`config.mk`:
```
export PLATFORM = sky130hd
export DESIGN_NAME = muldiv_unit
export DESIGN_NICKNAME = d
export VERILOG_FILES = /design/src/rtl/muldiv_unit.sv
export SDC_FILE = /design/constraint.sdc
export NUM_CORES = 1
export LEC_CHECK = 0
export ABC_AREA = 1
export CAP_MARGIN = 20
export CORE_UTILIZATION = 40
export DETAILED_ROUTE_END_ITERATION = 7
export GPL_TIMING_DRIVEN = 0
export PLACE_DENSITY = 0.68
export SYNTH_ARGS = -nofsm -noshare
export SYNTH_HDL_FRONTEND = slang
export SYNTH_SLANG_ARGS = --single-unit
```
`constraint.sdc`:
```
create_clock -name sys_clk -period 2.95 [get_ports sys_clk]
set_input_delay 0.59 -clock sys_clk [delete_from_list [all_inputs] [get_ports sys_clk]]
set_output_delay 0.59 -clock sys_clk [all_outputs]
set_load 0.02 [all_outputs]
```
`src/rtl/muldiv_unit.sv`:
```
// Iterative signed/unsigned multiply/divide unit producing MIPS-style {hi,lo} results.
// Optional divider datapath: define MULDIV_DIV_EN to build it; otherwise DIV/DIVU return zero.
module muldiv_unit #(
   parameter int WIDTH    = 32,
   parameter int MUL_STEP = 2
) (
   input  logic             sys_clk,
   input  logic             rst_n,
   input  logic             start,
   input  logic [1:0]       op,
   input  logic [WIDTH-1:0] a,
   input  logic [WIDTH-1:0] b,
   input  logic             flush,
   output logic             busy,
   output logic             done,
   output logic [WIDTH-1:0] hi,
   output logic [WIDTH-1:0] lo,
   output logic [1:0]       o_dbg_state
);

   localparam int CW = $clog2(WIDTH + 1);

   typedef enum logic [1:0] {S_IDLE, S_CALC, S_FIX, S_DONE} state_t;

   state_t               r_state, w_next;
   logic [CW-1:0]        r_cnt;
   logic [2*WIDTH-1:0]   r_acc, w_acc_step, w_acc_init, w_prod;
   logic [WIDTH-1:0]     r_opnd, r_hi, r_lo, w_res_hi, w_res_lo;
   logic [WIDTH-1:0]     w_abs_a, w_abs_b;
   logic                 r_neg_lo, r_pass;
   logic                 w_accept, w_signed, w_is_div, w_skip;
   logic [WIDTH+MUL_STEP-1:0] w_pp;
`ifdef MULDIV_DIV_EN
   logic                 r_neg_hi, r_is_div, w_qbit;
   logic [WIDTH:0]       w_rem_sh, w_rem_sub;
`endif

   // Handshake: a request is taken on any rising edge where start=1, busy=0 and
   // flush=0; busy stays high until the result cycle, and done marks hi/lo valid.
   assign busy        = (r_state == S_CALC) || (r_state == S_FIX);
   assign done        = (r_state == S_DONE);
   assign hi          = r_hi;
   assign lo          = r_lo;
   assign o_dbg_state = r_state;

   assign w_signed = ~op[0];
   assign w_is_div = op[1];
   assign w_abs_a  = (w_signed && a[WIDTH-1]) ? -a : a;
   assign w_abs_b  = (w_signed && b[WIDTH-1]) ? -b : b;
   assign w_accept = start && !busy && !flush;
`ifdef MULDIV_DIV_EN
   assign w_skip   = w_is_div && (b == '0);
`else
   assign w_skip   = w_is_div;
`endif

   always_ff @(posedge sys_clk or negedge rst_n) begin
      if (!rst_n) r_state <= S_IDLE;
      else        r_state <= w_next;
   end

   always_comb begin
      w_next = r_state;
      case (r_state)
         S_IDLE, S_DONE: begin
            if (w_accept) w_next = w_skip ? S_FIX : S_CALC;
            else          w_next = S_IDLE;
         end
         S_CALC: begin
            if (flush)                  w_next = S_IDLE;
            else if (r_cnt == CW'(1))   w_next = S_FIX;
         end
         S_FIX:   w_next = flush ? S_IDLE : S_DONE;
         default: w_next = S_IDLE;
      endcase
   end

   // Multiply: acc holds {partial, multiplier}; MUL_STEP multiplier bits retire per shift.
   always_comb begin
      w_pp = {{MUL_STEP{1'b0}}, r_acc[2*WIDTH-1:WIDTH]};
      for (int k = 0; k < MUL_STEP; k++) begin
         if (r_acc[k]) w_pp = w_pp + ({{MUL_STEP{1'b0}}, r_opnd} << k);
      end
   end

`ifdef MULDIV_DIV_EN
   // Restoring divide: acc holds {remainder, dividend/quotient}, shifting one bit per cycle.
   assign w_rem_sh   = {r_acc[2*WIDTH-1:WIDTH], r_acc[WIDTH-1]};
   assign w_rem_sub  = w_rem_sh - {1'b0, r_opnd};
   assign w_qbit     = ~w_rem_sub[WIDTH];
   assign w_acc_step = r_is_div ?
                       {(w_qbit ? w_rem_sub[WIDTH-1:0] : w_rem_sh[WIDTH-1:0]),
                        r_acc[WIDTH-2:0], w_qbit} :
                       {w_pp, r_acc[WIDTH-1:MUL_STEP]};
`else
   assign w_acc_step = {w_pp, r_acc[WIDTH-1:MUL_STEP]};
`endif

   always_comb begin
      w_acc_init = {{WIDTH{1'b0}}, (w_is_div ? w_abs_a : w_abs_b)};
`ifdef MULDIV_DIV_EN
      if (w_skip) w_acc_init = {a, {WIDTH{1'b1}}};
`else
      if (w_skip) w_acc_init = '0;
`endif
   end

   assign w_prod = r_neg_lo ? -r_acc : r_acc;

   always_comb begin
      w_res_hi = w_prod[2*WIDTH-1:WIDTH];
      w_res_lo = w_prod[WIDTH-1:0];
      if (r_pass) begin
         w_res_hi = r_acc[2*WIDTH-1:WIDTH];
         w_res_lo = r_acc[WIDTH-1:0];
      end
`ifdef MULDIV_DIV_EN
      else if (r_is_div) begin
         w_res_lo = r_neg_lo ? -r_acc[WIDTH-1:0] : r_acc[WIDTH-1:0];
         w_res_hi = r_neg_hi ? -r_acc[2*WIDTH-1:WIDTH] : r_acc[2*WIDTH-1:WIDTH];
      end
`endif
   end

   always_ff @(posedge sys_clk or negedge rst_n) begin
      if (!rst_n) begin
         r_cnt    <= '0;
         r_acc    <= '0;
         r_opnd   <= '0;
         r_neg_lo <= 1'b0;
         r_pass   <= 1'b0;
         r_hi     <= '0;
         r_lo     <= '0;
`ifdef MULDIV_DIV_EN
         r_neg_hi <= 1'b0;
         r_is_div <= 1'b0;
`endif
      end else begin
         if (w_accept) begin
            r_cnt    <= w_is_div ? CW'(WIDTH) : CW'(WIDTH / MUL_STEP);
            r_acc    <= w_acc_init;
            r_opnd   <= w_is_div ? w_abs_b : w_abs_a;
            r_neg_lo <= w_signed && (a[WIDTH-1] ^ b[WIDTH-1]);
            r_pass   <= w_skip;
`ifdef MULDIV_DIV_EN
            r_neg_hi <= w_signed && a[WIDTH-1];
            r_is_div <= w_is_div;
`endif
         end else if (r_state == S_CALC) begin
            r_cnt <= r_cnt - CW'(1);
            r_acc <= w_acc_step;
         end
         if (r_state == S_FIX && !flush) begin
            r_hi <= w_res_hi;
            r_lo <= w_res_lo;
         end
      end
   end

endmodule

```
==> flow_summary.ini, run 1 <==
[layout]
area_delta_synth_final_pct = 36.6
fin_nets = 2949
post-route-util = 0.554
design_area_mm2 = 0.0215
drive_above_1_share = 0.227
diodes = 0
fin_cells = 3335

[synth]
avgSynthCellArea_um2 = 6.20
synth_edf_count = 0
ys_seq_area_frac = 0.271
netlist_instances = 2534
mappedNetlistNets = 2679
synth_ff_type = dfrtp_1
ys_ff_latch = 170
synth.distinct_cells = 51
syn-cell-area_mm2 = 0.0157
async_reset_ff_frac = 1.00
yosys_warnings = 0

[floorplan]
die_area_mm2 = 0.0401
dieHeight_um = 200
dieWidth_um = 200
io_pins = 138
initial_utilization = 0.406
std_cell_rows = 72
core-area_mm2 = 0.0387

[critical_path]
r2r-end = r_acc[45]$_DFFE_PN0P_
start_kind = register
worst-path-max-fanout = 4
arrival_ns = 3.81
r2r_setup_slack_ns = -0.45
end_kind = register
cp.required_ns = 3.35
r2r-start = r_opnd[0]$_DFFE_PN0P_
critPathKind = register to register
rr_worst_depth = 22

[sta]
worstMarginPinSlew_ns = 0.874
finalSetupViolCount = 30
report.final.slew_viol_count = 0
worst_slack_ns = -0.453
hold_ws_ns = 0.0468
max_freq_ghz = 0.294
relSlewSlack = 0.418
layout_min_cycle_time_ns = 3.40
period_share = 1.15
finalHoldViolCount = 0
rsz0062_at_grt = yes
skew_ns = 0.0118
tns_ns = -10.10

[cts]
clkLatencyLatePin_ns = 0.47
clock-sinks = 170
clk_pin_slew_ns = 0.07
cts-buffers-inserted = 17
cts_buffer_depth = 2
clk_root_buffer_cell = clkbuf_16
htreeDepth = 4
cts_tree = yes
ctsHoldBuffers = 0

[job]
maxCapViolCount = 0

[detailed_routing]
wl_per_cell_um = 21.1
ant_nets = 0
dr_wl_met3_mm = 4.67
wl_met1_mm = 30.7
drc = 0
firstDrtPassIters = 8
routed_wirelength_mm = 70.3
via_per_inst = 5.54
initialDrtViolationCount = 1441
vias = 18500
dr_wl_met2_mm = 31.6
top_layer_used = met4

[global_route]
grt_usage = 0.347
gr-total-overflow = 0
antenna_found_initial = 0
grt_max_degree = 112
grt_pass1_vias = 17700
grt_pass1_wl_mm = 106

[placed_design]
dpl.hpwl_mm = 55.6
placed_cells = 3190
portBuffers = 137
gp_congestion = 0.995
preCtsSetupSlack_ns = -1.05
placed_cell_area_mm2 = 0.0178

[power_and_ir_drop]
swShare = 0.541
net-switching-power_mw = 14.2
pwr-share-comb = 0.730
irDropWorstVdd_uv = 569
power.clock.fraction = 0.086
p_int_mw = 12.1
power_mw = 26.2
power_density_mw_per_mm2 = 1220
seqPwrFrac = 0.184
leakage_nw = 9.88

[hold_path]
hold_path_class = input port to asynchronous set/reset pin

[run_status]
violations = setup timing
status = finished, violations left
## cell families after synthesis
family          Yosys count  share of synthesized area
compound gates          370                      0.134
buf+inv                 396                     0.0963
fa+ha+maj                75                     0.0607
flops                   170                      0.271
xor+xnor                 90                     0.0502
simple gates           1433                      0.388
## state kept, by name, indices dropped and copies added, names as in the netlist
signal / count
r_opnd: 32
r_neg_lo: 1
o_dbg_state: 2
lo: 32
r_pass: 1
r_acc: 64
hi: 32
r_cnt: 6
## critical path, cell delays in order, from the launching register on
cell and delay, ns:
dfrtp_2 0.44, ha_4 0.16, inv_2 0.04, fa_2 0.36, inv_2 0.11, nand3_2 0.09, nand3_4 0.11, buf_4 0.14
xor2_2 0.14, nand2_1 0.09, o21ai_2 0.14, ha_4 0.26, a21oi_4 0.17, o21ai_4 0.09, nand2_1 0.06, nand2_1 0.13
nand2_2 0.13, nand2_4 0.08, xor2_1 0.19, nor2_1 0.06, nor2_1 0.19, nand2_1 0.08, nand2_1 0.06
## worst max path at each step
stage | startpoint | endpoint | slack, ns
floorplan | r_acc[32]$_DFFE_PN0P_ | r_acc[51]$_DFFE_PN0P_ | 0.006
global placement | rst_n | r_opnd[26]$_DFFE_PN0P_ | -5.77
detailed placement | r_opnd[0]$_DFFE_PN0P_ | r_acc[63]$_DFFE_PN0P_ | -1.05
CTS | r_opnd[0]$_DFFE_PN0P_ | r_acc[51]$_DFFE_PN0P_ | -0.38
global route | r_acc[33]$_DFFE_PN0P_ | r_acc[57]$_DFFE_PN0P_ | -0.60
finish | r_opnd[0]$_DFFE_PN0P_ | r_acc[45]$_DFFE_PN0P_ | -0.45
## cells in the mapped netlist, types with 8 or more instances
cell      instances  share of area
nand3_1         232          0.074
nor3_1           25         0.0080
nor2_2           11         0.0044
o21ai_0         153          0.049
buf_2            15         0.0048
dfrtp_1         170           0.27
o221ai_1          9         0.0050
a31oi_1          12         0.0048
o211ai_1         24          0.011
a21oi_1          99          0.032
nand3b_1          9         0.0043
inv_1           314          0.075
buf_1            10         0.0024
o21ai_1          14         0.0045
ha_1             73          0.058
inv_2             9         0.0021
xnor2_1          18          0.010
nand2_2          11         0.0044
nor2_1          272          0.065
nand2_1         796           0.19
a22oi_1          18         0.0086
clkbuf_1         46          0.011
xor2_1           72          0.040
o22ai_1          14         0.0056
nand4_1          39          0.016
nand3_2           8         0.0051
## metal layers
metal	GRT usage	up-vias
li1	-	8780
met1	0.466	8839
met2	0.550	710
met3	0.0473	131
met4	0.166	0
met5	0	-
## layout by cell type (no fill, tap or decap), types with 7 or more instances in the layout
master	count
ha_1	15
o21ai_1	30
a22oi_1	18
clkdlybuf4s50_1	136
o21ai_2	23
a31oi_1	12
dfrtp_2	55
a21oi_1	52
buf_4	110
clkbuf_1	41
inv_1	297
nor2_4	31
o221ai_1	9
nand2_4	22
nor3_1	15
o211ai_1	24
inv_2	23
nor4_1	7
a21oi_4	21
clkbuf_16	17
buf_1	10
o21ai_0	108
nand2_1	712
nor3_2	12
nand3_2	45
buf_2	15
xnor2_1	15
nand2_2	73
nor2_1	220
xor2_1	66
dfrtp_1	115
ha_4	55
nand3_1	190
o22ai_1	14
o21ai_4	9
nand3b_1	9
a21oi_2	26
nor2_2	39
nand4_1	39
## what timing repair did
item	4_1_cts	5_1_grt
cloned	0	0
pin swaps	111	59
gates resized for setup	387	163
endpoints found under the setup margin	59	55
setup buffers	84	31
hold endpoints to repair	0	0
## power groups by stage
stage / registers, mW / logic (mW) / clock network (mW)
floorplan: 4.61 / 8.60 / 0
global placement: 4.86 / 13.2 / 0
detailed placement: 4.87 / 13.2 / 0
CTS: 4.83 / 17.0 / 2.28
global route: 4.92 / 20.6 / 2.36
finish: 4.84 / 19.2 / 2.25
## final cells by class
class / count / area (µm²)
buffer: 71 / 300
clock inverter: 14 / 134
fill: 3865 / 17300
multi-input combinational: 1968 / 12100
clock buffer: 18 / 439
inverter: 324 / 1220
tap: 518 / 648
timing repair buffer: 252 / 2280
sequential: 170 / 4320
Note: power is estimated with default switching activity, not from simulation.
==> run 2: changes to the inputs <==
Settings changed: CTS_BUF_LIST set to sky130_fd_sc_hd__clkbuf_16, DONT_BUFFER_PORTS set to 1, PLACE_DENSITY 0.68 to 0.63.
==> flow_summary.ini, run 2 (synthesis results as in run 1) <==
[global_route]
grt_pass1_vias = 17200
antenna_found_initial = 0
grt_max_degree = 171
grt_pass1_wl_mm = 102
gr-total-overflow = 0
grt_usage = 0.330

[floorplan]
io_pins = 138
initial_utilization = 0.406
core-area_mm2 = 0.0387
dieWidth_um = 200
std_cell_rows = 72
die_area_mm2 = 0.0401
dieHeight_um = 200

[run_status]
violations = hold timing, setup timing
status = finished, violations left

[critical_path]
slowest_stage = dfrtp_2
arrival_ns = 3.67
end_kind = register
cp_cell_sequence = inv_4 > fa_2 > inv_2 > nand3_2 > nand3_4 > nand2_4 > nand2_4 > xor2_1 > nand2_1 > o21ai_4 > ha_4 > a21oi_4 > inv_2 > nor2_2 > nand2_2 > buf_6 > nand2_1 > a21oi_1 > o21ai_1 > inv_1 > o21ai_2 > nand2_1
path_common_cell = nand2_1
cp.required_ns = 3.28
worst-path-max-fanout = 4
critPathKind = register to register
slowest_delay_ns = 0.48
start_kind = register

[layout]
post-route-util = 0.529
nFillCells = 3837
final_common_cell = nand2_1
final_cell_mix = nand2_1 (684), inv_1 (297), nor2_1 (222), nand3_1 (175), buf_4 (125)
diodes = 0
fin_nets = 2829
largest-register = r_acc
largest_reg_flops = 64
area_delta_synth_final_pct = 30.5
drive_above_1_share = 0.263

[power_and_ir_drop]
seqPwrFrac = 0.204
power.clock.fraction = 0.083
power_density_mw_per_mm2 = 1280
swShare = 0.545
irDropWorstVdd_uv = 707
p_int_mw = 12.0
net-switching-power_mw = 14.3
leakage_nw = 9.57
pwr-share-comb = 0.713

[detailed_routing]
dr_wl_met2_mm = 30.8
firstDrtPassIters = 5
ant_nets = 0
wl_per_cell_um = 21.3
vias = 18100
wl_met1_mm = 29.9
routed_wirelength_mm = 68.4
top_layer_used = met4
via_per_inst = 5.64
dr_wl_met3_mm = 5.06
drc = 0
initialDrtViolationCount = 1568

[sta]
period_share = 1.13
worst_slack_ns = -0.387
report.final.slew_viol_count = 0
layout_min_cycle_time_ns = 3.34
worstMarginPinSlew_ns = 0.884
finalSetupViolCount = 30
skew_ns = 0.0161
rsz0062_at_grt = yes
finalHoldViolCount = 170
tns_ns = -8.46
relSlewSlack = 0.411
max_freq_ghz = 0.300
hold_ws_ns = -0.174

[cts]
cts_buffer_depth = 2
clk_pin_slew_ns = 0.07
clk_root_buffer_cell = clkbuf_16
clkLatencyLatePin_ns = 0.46
clock-sinks = 170
htreeDepth = 4
cts-buffers-inserted = 17
cts_tree = yes

[placed_design]
portBuffers = 0
dpl.hpwl_mm = 52.6
gp_congestion = 0.995

[job]
maxCapViolCount = 0

[hold_path]
hold_path_class = input port to asynchronous set/reset pin
run 2: cell count changes in the layout (fill, tap and decap cells not counted), sizes merged:
| cell | previous run | this run |
|---|---|---|
| clkdlybuf4s50 | 136 | 0 |
| buf | 143 | 160 |
| clkbuf | 62 | 60 |
| inv | 328 | 330 |
| bufinv | 0 | 1 |
| clkinv | 5 | 4 |
| clkinvlp | 5 | 4 |
run 2: cell type report:
type | count | area (µm²) | share of cell area
Buffer | 71 | 310 | 0.0151
Clock buffer | 17 | 425 | 0.0207
Clock inverter | 15 | 110 | 0.00537
Inverter | 324 | 1220 | 0.0597
Multi-Input combinational cell | 1968 | 12400 | 0.606
Sequential cell | 170 | 4330 | 0.211
Tap cell | 518 | 648 | 0.0316
Timing Repair Buffer | 132 | 1030 | 0.0502
run 2: power groups by stage:
stage	registers (mW)	logic [mW]	clock network, mW
after global placement	5.41	11.5	0
after detailed placement	5.42	11.6	0
after global routing	5.42	20.1	2.26
after floorplan	4.61	8.60	0
final	5.37	18.8	2.17
after CTS	5.35	16.1	2.18
run 2: critical path: cells and delay by family (launching register included):
kind	cells	cell delay, ns
and+or+nand+nor	9	0.83
adders and majority gates	2	0.71
AOI/OAI and AO/OA	5	0.59
DFF	1	0.48
buffers and inverters	5	0.43
xor gates and xnor gates	1	0.15
run 2: routing by layer:
layer / global-route usage / up-vias
met3: 0.0399 / 125
li1: - / 8517
met4: 0.124 / 0
met1: 0.454 / 8660
met5: 0 / -
met2: 0.530 / 836
run 2: worst paths after layout:
path / start / end / slack (ns) / cells past startpoint
min in group sys_clk: a[25] / r_opnd[25]$_DFFE_PN0P_ / 0.30 / 2
max in group asynchronous: rst_n / r_opnd[13]$_DFFE_PN0P_ / 2.82 / 0
worst min-delay path: rst_n / hi[21]$_DFFE_PN0P_ / -0.17 / 0
worst min register to register: r_pass$_DFFE_PN0P_ / r_pass$_DFFE_PN0P_ / 0.48 / 2
worst max register to register: r_acc[33]$_DFFE_PN0P_ / r_acc[47]$_DFFE_PN0P_ / -0.39 / 22
worst max-delay path: r_acc[33]$_DFFE_PN0P_ / r_acc[47]$_DFFE_PN0P_ / -0.39 / 22
run 2: timing repair:
action                                 CTS  global route
pin swaps                              131            96
endpoints found under the hold margin  170           170
setup endpoints to repair               60            67
gates resized for setup                422           217
setup buffers                           90            42
gates cloned                             0             0
run 2: per-stage QoR:
stage | hold WS, ns | power, mW | worst slack [ns] | cells | area (µm²)
global route | -0.184 | 27.8 | -0.519 | 3215 | 20500
floorplan | 0.294 | 13.2 | 0.00564 | 2534 | 15800
finish | -0.174 | 26.3 | -0.387 | 3215 | 20500
global placement | 0.298 | 16.9 | -1.01 | 3052 | 16400
CTS | -0.191 | 23.7 | -0.331 | 3173 | 19300
detailed placement | 0.298 | 17.0 | -1.05 | 3052 | 16400
==> patch, RTL diff (settings of run 2) <==
`WIDTH`: 32 -> 16.
--- a/src/rtl/muldiv_unit.sv
+++ b/src/rtl/muldiv_unit.sv
@@ -3,3 +3,3 @@
 module muldiv_unit #(
-   parameter int WIDTH    = 32,
+   parameter int WIDTH    = 16,
    parameter int MUL_STEP = 2
Interface: changed (resized a, b, hi and lo); port bits go from 138 to 74. No check against the original RTL was run, so the function may have changed too.
==> patch against run 2 <==
Routed wire length fell by 66%; count of clock-buffer cells in the layout fell by 8; sequential share of layout area rose by 4.3 points; final area fell by 57%; sequential cell count fell by 81; worst setup slack improved by 450 ps; critical path depth fell by 3; synthesized area fell by 53%; power fell by 60%; critical path type unchanged.
==> patch: results (changes against run 2) <==
Switching Share 0.510 (was 0.545); Non-clk bufs 63 (was 203); maximum number of pins on one net before global-route repair 90 (was 171); Layout Skew 10.5 ps (was 16.1 ps); WL met2 10,300 um (was 30,800 um); M1 WL 10,500 um (was 29,900 um); Worst path max stage delay 400 ps (was 480 ps); Post-DP HPWL 17,500 um (was 52,600 um); post-layout util 0.495 (was 0.529); max_slew headroom 0.528 (was 0.411); clock share of power 0.113 (was 0.083); Total Nets Final 1,248 (was 2,829); storage element area 0.00225 mm^2 (was 0.00433 mm^2); multi-input combinational area share 0.576 (was 0.606); Syn Inst Count 1,121 (was 2,534); grt met3 use 0.0526 (was 0.0399); FF-to-FF path depth 19 (was 22); sequential cells 89 (was 170); Num CTS Buffers 9 (was 17); share of layout cells above drive strength 1 0.182 (was 0.263); setup slack after placement -390 ps (was -1050 ps); number of global-route vias before repair 6,553 (was 17,200); critical path peak fanout 5 (was 4); Signal inverters 142 (was 324); clock-cell share of area 0.0324 (was 0.0261); Synth cell types 40 (was 51); Clk Latency, worst-skew pair 360 ps (was 460 ps); Detailed Route WL 23,100 um (was 68,400 um); routed wl met3 1880 um (was 5060 um); Critical-path top delay cell dfrtp_1 (was dfrtp_2); sequential fraction of the synthesis area 0.304 (was 0.271); top post-synthesis cells by area dfrtp_1 30%, nand2_1 17%, nand3_1 7.6% (was dfrtp_1 27%, nand2_1 19%, inv_1 7.5%); Arrival @ worst endpoint 3140 ps (was 3670 ps); met2 Resource Use GR 0.366 (was 0.530); Cell Area, Placed 0.00761 mm^2 (was 0.0164 mm^2); Final Hold Slack 151 ps (was -174 ps); Worst R2R Start r_opnd[0] (was r_acc[33]); Pleak 4.28 nW (was 9.57 nW); First DRT Iteration DRCs 578 (was 1,568); worst vdd ir 0.528 mV (was 0.707 mV); P_clk 1.17 mW (was 2.17 mW); All-Layer GR Usage 0.238 (was 0.330); status finished, final reports clean (was finished with violations); non-clock buffer share of cell area 0.0454 (was 0.0653); CTS H-tree depth 3 (was 4); die area 0.0189 mm^2 (was 0.0401 mm^2); first-pass GRT wire length 34,100 um (was 102,000 um); Worst R2R End r_acc[30] (was r_acc[47]); Multi-In Gates 863 (was 1,968); placed cells 1,350 (was 3,052); met1 GRT Util 0.337 (was 0.454); WL/cell 16.5 um (was 21.3 um); max reg flops 32 (was 64); Comb pwr share 0.630 (was 0.713); Post-synth top cells 338 x nand2_1, 135 x inv_1, 111 x nand3_1 (was 796 x nand2_1, 314 x inv_1, 272 x nor2_1); # fillers 1,786 (was 3,837); routed via count 7,587 (was 18,100)
[patch: how the worst max path moves through the flow]
stage                    from        end  slack [ps]  depth (start not counted)
floorplan           r_acc[16]  r_acc[29]         180                         17
global placement    r_acc[18]  r_acc[26]        -380                         17
detailed placement  r_acc[18]  r_acc[26]        -390                         17
CTS                 r_acc[22]  r_acc[28]           1                         20
global route        r_acc[18]  r_acc[30]        -120                         17
finish              r_opnd[0]  r_acc[30]          60                         19
[patch: repair_timing]
action,CTS,global route
resized for setup,45,106
hold buffers,1,0
endpoints found under the setup margin,13,12
pin swaps,12,26
hold endpoints to repair,89,0
setup buffers,10,25
[patch: logic make-up (layout without fill, tap and decap cells)]
group	Yosys count	in the layout	share of synthesized area
xor gates and xnor gates	39	39	0.0466
and+or+nand+nor	610	610	0.355
AOI/OAI and AO/OA	172	172	0.132
buffers and inverters	169	221	0.0881
DFF	89	89	0.304
adders and majority gates	42	42	0.0738
